**src/rtl/naive_fntt.sv**
```systemverilog
// ============================================================================
// Module   : naive_fntt
// Brief    : Direct O(n^2) number-theoretic transform over Z_m. One
//            multiply-accumulate per clock; results written one coefficient
//            per n cycles into a registered output array.
// Revision : 1.0 - initial release
// ============================================================================
`default_nettype none

module naive_fntt #(
  parameter int N = 8,
  parameter int W = 8
) (
  input  logic         clk,
  input  logic         rst_n,
  input  logic         start,
  input  logic [W-1:0] data_in    [N-1:0],
  input  logic [W-1:0] array_size,
  input  logic [W-1:0] bit_length,
  input  logic [W-1:0] omegas     [N-1:0],
  input  logic [W-1:0] mod,
  output logic [W-1:0] data_out   [N-1:0],
  output logic         busy,
  output logic         done
);

  localparam int            IW      = (N > 1) ? $clog2(N) : 1;
  localparam logic [W:0]    C_N_EXT = (W+1)'(N);
  localparam logic [IW-1:0] C_NM1   = IW'(N - 1);

  typedef enum logic [1:0] {
    S_IDLE = 2'd0,
    S_CALC = 2'd1,
    S_DONE = 2'd2
  } state_t;

  state_t        r_state;

  // Operands captured at the start edge so input changes cannot disturb a run
  logic [W-1:0]  r_x          [N-1:0];
  logic [W-1:0]  r_w          [N-1:0];
  logic [W-1:0]  r_mod;
  logic [W-1:0]  r_bit_length;
  logic [IW-1:0] r_nm1;

  // Loop counters: r_j walks the input, r_k the output coefficient, and
  // r_idx tracks (j*k) mod n incrementally so no general modulo is needed
  logic [IW-1:0] r_j;
  logic [IW-1:0] r_k;
  logic [IW-1:0] r_idx;
  logic [W-1:0]  r_acc;

  logic [2*W-1:0] w_prod;
  logic [2*W:0]   w_sum;
  logic [2*W:0]   w_div;
  logic [W-1:0]   w_acc_next;
  logic [IW:0]    w_idx_sum;
  logic [IW-1:0]  w_idx_next;
  logic [IW-1:0]  w_start_nm1;
  logic           w_unused;

  // bit_length is latched but has no function in this transform
  assign w_unused = ^r_bit_length;

  // Single MAC datapath, twiddle index update and effective-length decode
  always_comb begin
    w_prod     = {{W{1'b0}}, r_x[r_j]} * {{W{1'b0}}, r_w[r_idx]};
    w_sum      = {1'b0, w_prod} + {{(W+1){1'b0}}, r_acc};
    // A zero modulus is defined to yield zero; divisor forced to 1 to avoid x/0
    w_div      = (r_mod == '0) ? (2*W+1)'(1) : {{(W+1){1'b0}}, r_mod};
    w_acc_next = (r_mod == '0) ? '0 : W'(w_sum % w_div);

    // idx + k < 2n, so one conditional subtraction of n keeps it in range
    w_idx_sum  = {1'b0, r_idx} + {1'b0, r_k};
    if (w_idx_sum > {1'b0, r_nm1}) begin
      w_idx_next = IW'(w_idx_sum - {1'b0, r_nm1} - (IW+1)'(1));
    end else begin
      w_idx_next = w_idx_sum[IW-1:0];
    end

    // Lengths of 0 or above N fall back to the full array
    if ((array_size == '0) || ({1'b0, array_size} > C_N_EXT)) begin
      w_start_nm1 = C_NM1;
    end else begin
      w_start_nm1 = IW'(array_size - W'(1));
    end
  end

  // Control FSM with registered busy/done and the result array
  always_ff @(posedge clk or negedge rst_n) begin
    if (!rst_n) begin
      r_state      <= S_IDLE;
      busy         <= 1'b0;
      done         <= 1'b0;
      r_mod        <= '0;
      r_bit_length <= '0;
      r_nm1        <= '0;
      r_j          <= '0;
      r_k          <= '0;
      r_idx        <= '0;
      r_acc        <= '0;
      for (int i = 0; i < N; i++) begin
        r_x[i]      <= '0;
        r_w[i]      <= '0;
        data_out[i] <= '0;
      end
    end else begin
      case (r_state)
        S_IDLE: begin
          if (start) begin
            r_x          <= data_in;
            r_w          <= omegas;
            r_mod        <= mod;
            r_bit_length <= bit_length;
            r_nm1        <= w_start_nm1;
            r_j          <= '0;
            r_k          <= '0;
            r_idx        <= '0;
            r_acc        <= '0;
            for (int i = 0; i < N; i++) begin
              data_out[i] <= '0;
            end
            busy         <= 1'b1;
            r_state      <= S_CALC;
          end
        end

        S_CALC: begin
          if (r_j == r_nm1) begin
            data_out[r_k] <= w_acc_next;
            r_acc         <= '0;
            r_j           <= '0;
            r_idx         <= '0;
            if (r_k == r_nm1) begin
              busy    <= 1'b0;
              done    <= 1'b1;
              r_state <= S_DONE;
            end else begin
              r_k <= r_k + IW'(1);
            end
          end else begin
            r_acc <= w_acc_next;
            r_j   <= r_j + IW'(1);
            r_idx <= w_idx_next;
          end
        end

        S_DONE: begin
          done    <= 1'b0;
          r_state <= S_IDLE;
        end

        default: begin
          busy    <= 1'b0;
          done    <= 1'b0;
          r_state <= S_IDLE;
        end
      endcase
    end
  end

endmodule

`default_nettype wire

```
**config.mk**
```make
export PLATFORM = sky130hd
export DESIGN_NAME = naive_fntt
export DESIGN_NICKNAME = d
export VERILOG_FILES = /design/src/rtl/naive_fntt.sv
export SDC_FILE = /design/constraint.sdc
export NUM_CORES = 1
export LEC_CHECK = 0
export ABC_AREA = 1
export CAP_MARGIN = 25
export CORE_MARGIN = 2
export CORE_UTILIZATION = 55
export DETAILED_ROUTE_END_ITERATION = 8
export PLACE_DENSITY_LB_ADDON = 0.12
export SYNTH_ARGS = -nofsm -noshare
export SYNTH_HDL_FRONTEND = slang
export SYNTH_SLANG_ARGS = --single-unit
```
**constraint.sdc**
```tcl
create_clock -name clk -period 45.6 [get_ports clk]
set_clock_uncertainty 0.05 [all_clocks]
set_input_delay 4.56 -clock clk [delete_from_list [all_inputs] [get_ports clk]]
set_output_delay 4.56 -clock clk [all_outputs]
set_load 0.005 [all_outputs]
```
==> Flow_metrics.wiki, run 1 <==
{| class="wikitable"
! Metric !! Value
|-
| Layout cell share with drive strength beyond 1 || 6.41%
|-
| Critical path's slowest cell || dfrtp_1
|-
| Kind of critical path || reg2reg
|-
| Arrival time of the worst setup path || 38740 ps
|-
| Setup Slack @ Placement || 7210 ps
|-
| Worst-Skew Late Latency || 550 ps
|-
| Max stage delay on crit path || 610 ps
|-
| Die outline width || 190 um
|-
| Clk pin slew, worst setup/hold paths || 60 ps
|-
| Initial standard-cell utilization of the core || 55.4%
|-
| Cell count after synthesis || 2655
|-
| Category of the worst setup path capture point || register
|-
| Post-Route WL || 48600 um
|-
| Synthesized area divided by synthesized cell count || 7.16 um2
|-
| Global-route wire length before repair || 81000 um
|-
| Via count of the routed design || 17900
|-
| Worst-case setup margin in the final layout || 7220 ps
|-
| Number of buffers on the longest clock path || 3
|-
| Maximum fanout encountered on the critical timing path || 18
|-
| CTS H-tree depth || 1
|-
| Required time of the critical path || 45950 ps
|-
| Crit path from || r_idx[1]
|-
| TritonRoute pass-1 iters || 5
|-
| Sink count of the clock tree || 224
|-
| Total grt overflow || 0
|-
| Number of antenna violations at the first check in global routing || 5
|-
| I/O pins || 221
|-
| Gpl congestion || 0.865
|-
| Yosys top cell area share || 29.5%
|-
| Per-cell via count in the routed design || 5.40
|-
| Tcrit/Tclk final || 84.2%
|-
| RSZ-0062 raised after global routing || no
|-
| Floorplan row count || 68
|-
| Clock tree from TritonCTS || built
|-
| Net count reported at finish || 3203
|-
| DRT antenna net count || 0
|-
| Area of the die || 0.0361 mm2
|-
| #FFs+latches synth || 224
|-
| Starting DRC count in detailed routing || 1321
|-
| Vias in the first global route || 17200
|-
| Pin slew with the least headroom to its limit || 1030 ps
|-
| Area leader, netlist || dfrtp_1
|-
| Largest net degree at the start of global routing || 113
|-
| Most frequent standard cell in the layout excluding fill and tap cells || nand2_1
|-
| Number of clock buffers inserted by TritonCTS || 25
|-
| Detail-routed net length per standard cell || 14.7 um
|-
| Vertical die dimension || 190 um
|-
| Worst min-delay path startpoint || r_w[47]
|-
| Global-route usage over all layers || 27.1%
|-
| Most frequent cell on the critical path || nand2_1
|-
| Setup Total Neg Slack || 0 ps
|-
| Shortest clock period the worst path allows after layout || 38380 ps
|-
| Fraction of the yosys area taken by sequential cells || 29.5%
|-
| Asr flop ratio synth || 100%
|-
| EDFF count, synth || 0
|-
| Number of max-cap violations || 0
|-
| Placeable core area || 0.0343 mm2
|-
| Count of final setup violators || 0
|-
| Class of the tightest hold or removal check || reg2reg
|-
| Final hold violation count || 0
|-
| Synthesis-to-finish area growth || 17.9%
|-
| F_max || 26.1 MHz
|-
| Resized cells post-CTS || 0
|-
| PortBufs || 212
|-
| Smallest hold slack || 416 ps
|-
| Sort of element at the start of the critical path || register
|-
| Number of post-CTS setup repair buffers || 0
|-
| Number of warning messages in the yosys log || 0
|-
| Post-synth top flop || dfrtp_1
|-
| Utilization after layout || 65.4%
|-
| Hold-fix buffers, CTS || 0
|-
| Max Slew Vio Count || 0
|-
| Net count of the mapped netlist || 3016
|-
| Max-slew headroom at the worst pin || 31.0%
|-
| Most frequent cells in the layout || nand2_1 (902), inv_1 (305), dfrtp_1 (224)
|-
| Library cell used as clock root buffer || clkbuf_16
|-
| Area contributors post-synth || dfrtp_1 (29%), nand2_1 (18%), ha_1 (10%), inv_1 (6.0%), fa_1 (5.0%)
|-
| Outcome || finished clean
|-
| HPWL reported at the end of detailed placement || 36900 um
|-
| Synthesized cell area || 0.0190 mm2
|-
| Launch point of the worst reg-to-reg path || r_idx[1]
|-
| Post-detailed-route DRC marker count || 0
|-
| Synth cell types || 60
|}
per-layer routing:
metal  up-vias  global-route usage (%)  wire length (um)
met1      8365                    35.7             21500
li1       8952                       -                 -
met5         -                       0                 0
met3        86                    2.97              2500
met2       501                    46.2             23200
met4         0                    9.57              1390
path summary, 6_finish.rpt:
check	endpoint	slack [ps]	depth (start not counted)
worst min-delay path	r_w[47]	420	2
max in group asynchronous	r_w[10]	40150	2
worst max-delay path	r_acc[4]	7220	230
min in group asynchronous	data_out[35]	4000	1
worst min register to register	r_w[47]	420	2
worst max register to register	r_acc[4]	7220	230
final cells by class:
class	instances	area, um2
fillers	2981	11900
multi-input cells	2032	11900
flip-flops and latches	224	5610
repair buffers	236	2330
inverters	323	1220
clock buffers	36	737
well taps	455	569
clock inverters	6	80.1
diodes	5	12.5
synthesized netlist by cell type (all sizes together), types with 16 or more instances:
master	instances
nand2	937
inv	319
nor2	235
dfrtp	224
o21ai	178
ha	159
nand3	113
nand4	101
clkbuf	55
fa	47
a21oi	43
xnor2	39
xor2	37
o22ai	20
nor3	18
buf	17
o32ai	16
or2	16
state kept, by name, summed over array words and instances (netlist names), 2 cells and up:
name      cells
data_out     64
r_mod         8
r_w          64
r_idx         3
r_state       2
r_acc         8
r_j           3
r_x          64
r_k           3
r_nm1         3
kinds of logic (layout without fill, tap and decap cells):
group | after synthesis | count (layout) | synth area share (%)
AOI/OAI and AO/OA | 315 | 315 | 9.70
xor gates and xnor gates | 76 | 76 | 3.54
adders and majority gates | 206 | 206 | 15.4
buffers and inverters | 399 | 601 | 8.17
DFF | 224 | 224 | 29.5
muxes | 1 | 1 | 0.0527
other | 0 | 5 | 0
and+or+nand+nor | 1434 | 1434 | 33.6
per-stage QoR:
| stage | instances | instance area, um2 |
|---|---|---|
| after floorplan | 2655 | 19000 |
| after global placement | 3263 | 21500 |
| after detailed placement | 3266 | 21500 |
| after CTS | 3308 | 22400 |
| after global routing | 3317 | 22400 |
| final | 3317 | 22400 |
worst max-delay path, delay by kind of cell (launching register included):
kind                       cells  cell delay, ps
AOI/OAI and AO/OA             77           14350
buffers and inverters         39            4240
DFF                            1             610
xor gates and xnor gates       1             160
and+or+nand+nor               91           10810
adders and majority gates     22            7920
Power of run 1 is not shown: default switching activity piles up to over one toggle a cycle in this logic, so the estimate is an artifact.
==> run 2: changes to the inputs <==
==> constraint.sdc (replaced) <==
create_clock -name clk -period 36.3 [get_ports clk]
set_clock_uncertainty 0.05 [all_clocks]
set_input_delay 3.63 -clock clk [delete_from_list [all_inputs] [get_ports clk]]
set_output_delay 3.63 -clock clk [all_outputs]
set_load 0.005 [all_outputs]
==> run 2 against run 1 <==
Compared with the run above:
- count of clock-buffer cells in the layout unchanged
- critical path depth increased by 9
- highest routed layer unchanged
- critical path type unchanged
- setup slack got worse by 4300 ps
==> Flow_metrics.wiki, run 2 (synthesis results as in run 1) <==
{| class="wikitable"
! Metric !! Value
|-
| Number of clock buffers inserted by TritonCTS || 25 (unchanged)
|-
| Largest net degree at the start of global routing || 106 (-6.2%)
|-
| Post-Route WL || 51200 um (+5.3%)
|-
| CTS H-tree depth || 1 (unchanged)
|-
| Most frequent cell on the critical path || nand2_1
|-
| Post-detailed-route DRC marker count || 0 (unchanged)
|-
| Sort of element at the start of the critical path || register
|-
| Category of the worst setup path capture point || register
|-
| Count of filler cells inserted in the layout || 2926 (-1.8%)
|-
| WL met1 || 22100 um (+2.5%)
|-
| Library cell used as clock root buffer || clkbuf_16
|-
| Vertical die dimension || 190 um (unchanged)
|-
| Synthesis-to-finish area growth || 23.2%
|-
| Utilization after layout || 68.3% (+2.9 points)
|-
| Most frequent cells in the layout || nand2_1 (901), inv_1 (292), dfrtp_1 (221)
|-
| Max stage delay on crit path || 540 ps (-70 ps)
|-
| Most frequent standard cell in the layout excluding fill and tap cells || nand2_1
|-
| Via count of the routed design || 18400 (+2.6%)
|-
| Kind of critical path || reg2reg
|-
| Initial standard-cell utilization of the core || 55.4% (unchanged)
|-
| Pin slew with the least headroom to its limit || 1020 ps (-15.5 ps)
|-
| Arrival time of the worst setup path || 33740 ps (-5000 ps)
|-
| Tcrit/Tclk final || 92.0% (+7.8 points)
|-
| I/O pins || 221 (unchanged)
|-
| Wire length on met3 || 2720 um (+8.9%)
|-
| Vias in the first global route || 17600 (+2.0%)
|-
| Shortest clock period the worst path allows after layout || 33390 ps (-4990 ps)
|-
| Number of max-cap violations || 0 (unchanged)
|-
| Worst-Skew Late Latency || 540 ps (about the same)
|-
| Detail-routed net length per standard cell || 15.1 um (+2.7%)
|-
| Class of the tightest hold or removal check || reg2reg
|-
| Placed instance area || 0.0218 mm2 (+1.3%)
|-
| Count of final setup violators || 0 (unchanged)
|-
| Launch point of the worst reg-to-reg path || r_idx[1]
|-
| Area of the die || 0.0361 mm2 (unchanged)
|-
| Layout cell share with drive strength beyond 1 || 11.2% (+4.8 points)
|-
| Floorplan row count || 68 (unchanged)
|-
| Sink count of the clock tree || 224 (unchanged)
|-
| HPWL reported at the end of detailed placement || 37500 um (+1.8%)
|-
| Required time of the critical path || 36650 ps (-9300 ps)
|-
| Smallest hold slack || 414 ps (-2.17 ps)
|-
| Starting DRC count in detailed routing || 1104 (-16%)
|-
| Critical path's slowest cell || fa_1
|-
| Number of instances on the worst hold path || 2 (unchanged)
|-
| Capturing point of the worst reg2reg path || r_acc[5]
|-
| Register area || 0.00561 mm2 (+0.11%)
|-
| Outcome || finished clean
|-
| Clk pin slew, worst setup/hold paths || 60 ps (about the same)
|-
| Footprint of the multi-input gates || 0.0122 mm2 (+2.6%)
|-
| Endpoint of the worst hold path || r_x[52]
|-
| Final hold violation count || 0 (unchanged)
|-
| TritonRoute pass-1 iters || 5 (unchanged)
|-
| Global-route usage over all layers || 27.5% (+0.45 points)
|-
| Die outline width || 190 um (unchanged)
|-
| Global-route wire length before repair || 82600 um (+1.9%)
|-
| Worst min-delay path startpoint || r_x[52]
|-
| Maximum fanout encountered on the critical timing path || 18 (unchanged)
|-
| Clock tree from TritonCTS || built
|-
| Design Area, Final || 0.0234 mm2 (+4.5%)
|-
| Largest registers in the final layout || data_out x64, r_w x64, r_x x64
|-
| Total grt overflow || 0 (unchanged)
|-
| Max-slew headroom at the worst pin || 31.9% (+0.87 points)
|-
| Number of cell instances on the worst register-to-register path || 239 (+3.9%)
|-
| Number of antenna violations at the first check in global routing || 3 (-2)
|-
| Net count reported at finish || 3288 (+2.7%)
|-
| Gpl congestion || 0.878 (+1.5%)
|-
| Detailed route wirelength on metal2 || 24700 um (+6.3%)
|-
| Max Slew Vio Count || 0 (unchanged)
|-
| DRT antenna net count || 0 (unchanged)
|-
| F_max || 29.9 MHz (+15%)
|-
| Per-cell via count in the routed design || 5.40 (about the same)
|-
| Number of buffers on the longest clock path || 3 (unchanged)
|-
| PortBufs || 212 (unchanged)
|-
| Internal reg-to-reg setup slack || 2910 ps (-4310 ps)
|-
| Top metal layer carrying routed signals || met4
|-
| Placeable core area || 0.0343 mm2 (unchanged)
|}
## run 2: changes by cell type in the layout (fill, tap and decap cells not counted), sizes merged
cell and delta:
buf +78, clkinvlp +12, inv -7, diode -2
nand2 +2, bufinv +1, clkdlybuf4s18 -1, clkinv +1
nor2 +1
## run 2: what timing repair did
item | 4_1_cts | 5_1_grt
resized for setup | 6 | 108
pin swaps | 0 | 26
gates cloned | 0 | 8
hold buffers | 0 | 0
endpoints found under the setup margin | 72 | 72
buffers inserted | 0 | 39
## run 2: stage by stage
| step | setup WS (ps) | cells | TNS (ps) |
|---|---|---|---|
| floorplan | 3150 | 2655 | 0 |
| global placement | 1090 | 3302 | 0 |
| detailed placement | -287 | 3305 | -14770 |
| CTS | 28.4 | 3349 | 0 |
| global route | -322 | 3402 | -18750 |
| finish | 2910 | 3402 | 0 |
## run 2: area by class of cell
type,instances,share of cell area [%]
Antenna cell,3,0.0321
Clock buffer,36,3.02
Clock inverter,8,0.502
Inverter,323,5.36
Multi-Input combinational cell,2035,52.0
Sequential cell,224,24.0
Tap cell,455,2.43
Timing Repair Buffer,313,12.6
Timing Repair inverter,5,0.139
## run 2: how the worst max path moves through the flow
stage	start	depth (start not counted)	slack, ps	endpoint
2_1_floorplan	r_j[0]	241	3150	data_out[11]
3_3_place_gp	r_j[0]	233	1090	r_acc[6]
3_5_place_dp	r_j[0]	233	-290	r_acc[6]
4_1_cts	r_j[0]	232	30	r_acc[6]
5_1_grt	r_idx[1]	242	-320	r_acc[5]
6_report	r_idx[1]	239	2910	r_acc[5]
## run 2: layer usage
metal  track usage [%]  vias to the layer above
li1                  -                     9117
met1              35.7                     8584
met2              47.5                      550
met3              3.54                      111
met4              9.39                        0
met5                 0                        -
## run 2: worst max-delay path, delay by kind of cell, from the launching register on
family	cells	cell delay, ps
flops	1	380
simple gates	96	9820
buf+inv	48	4570
compound gates	71	10180
xor+xnor	1	170
fa+ha+maj	22	7700
mux	1	260
Power of run 2 is left out for the same reason.
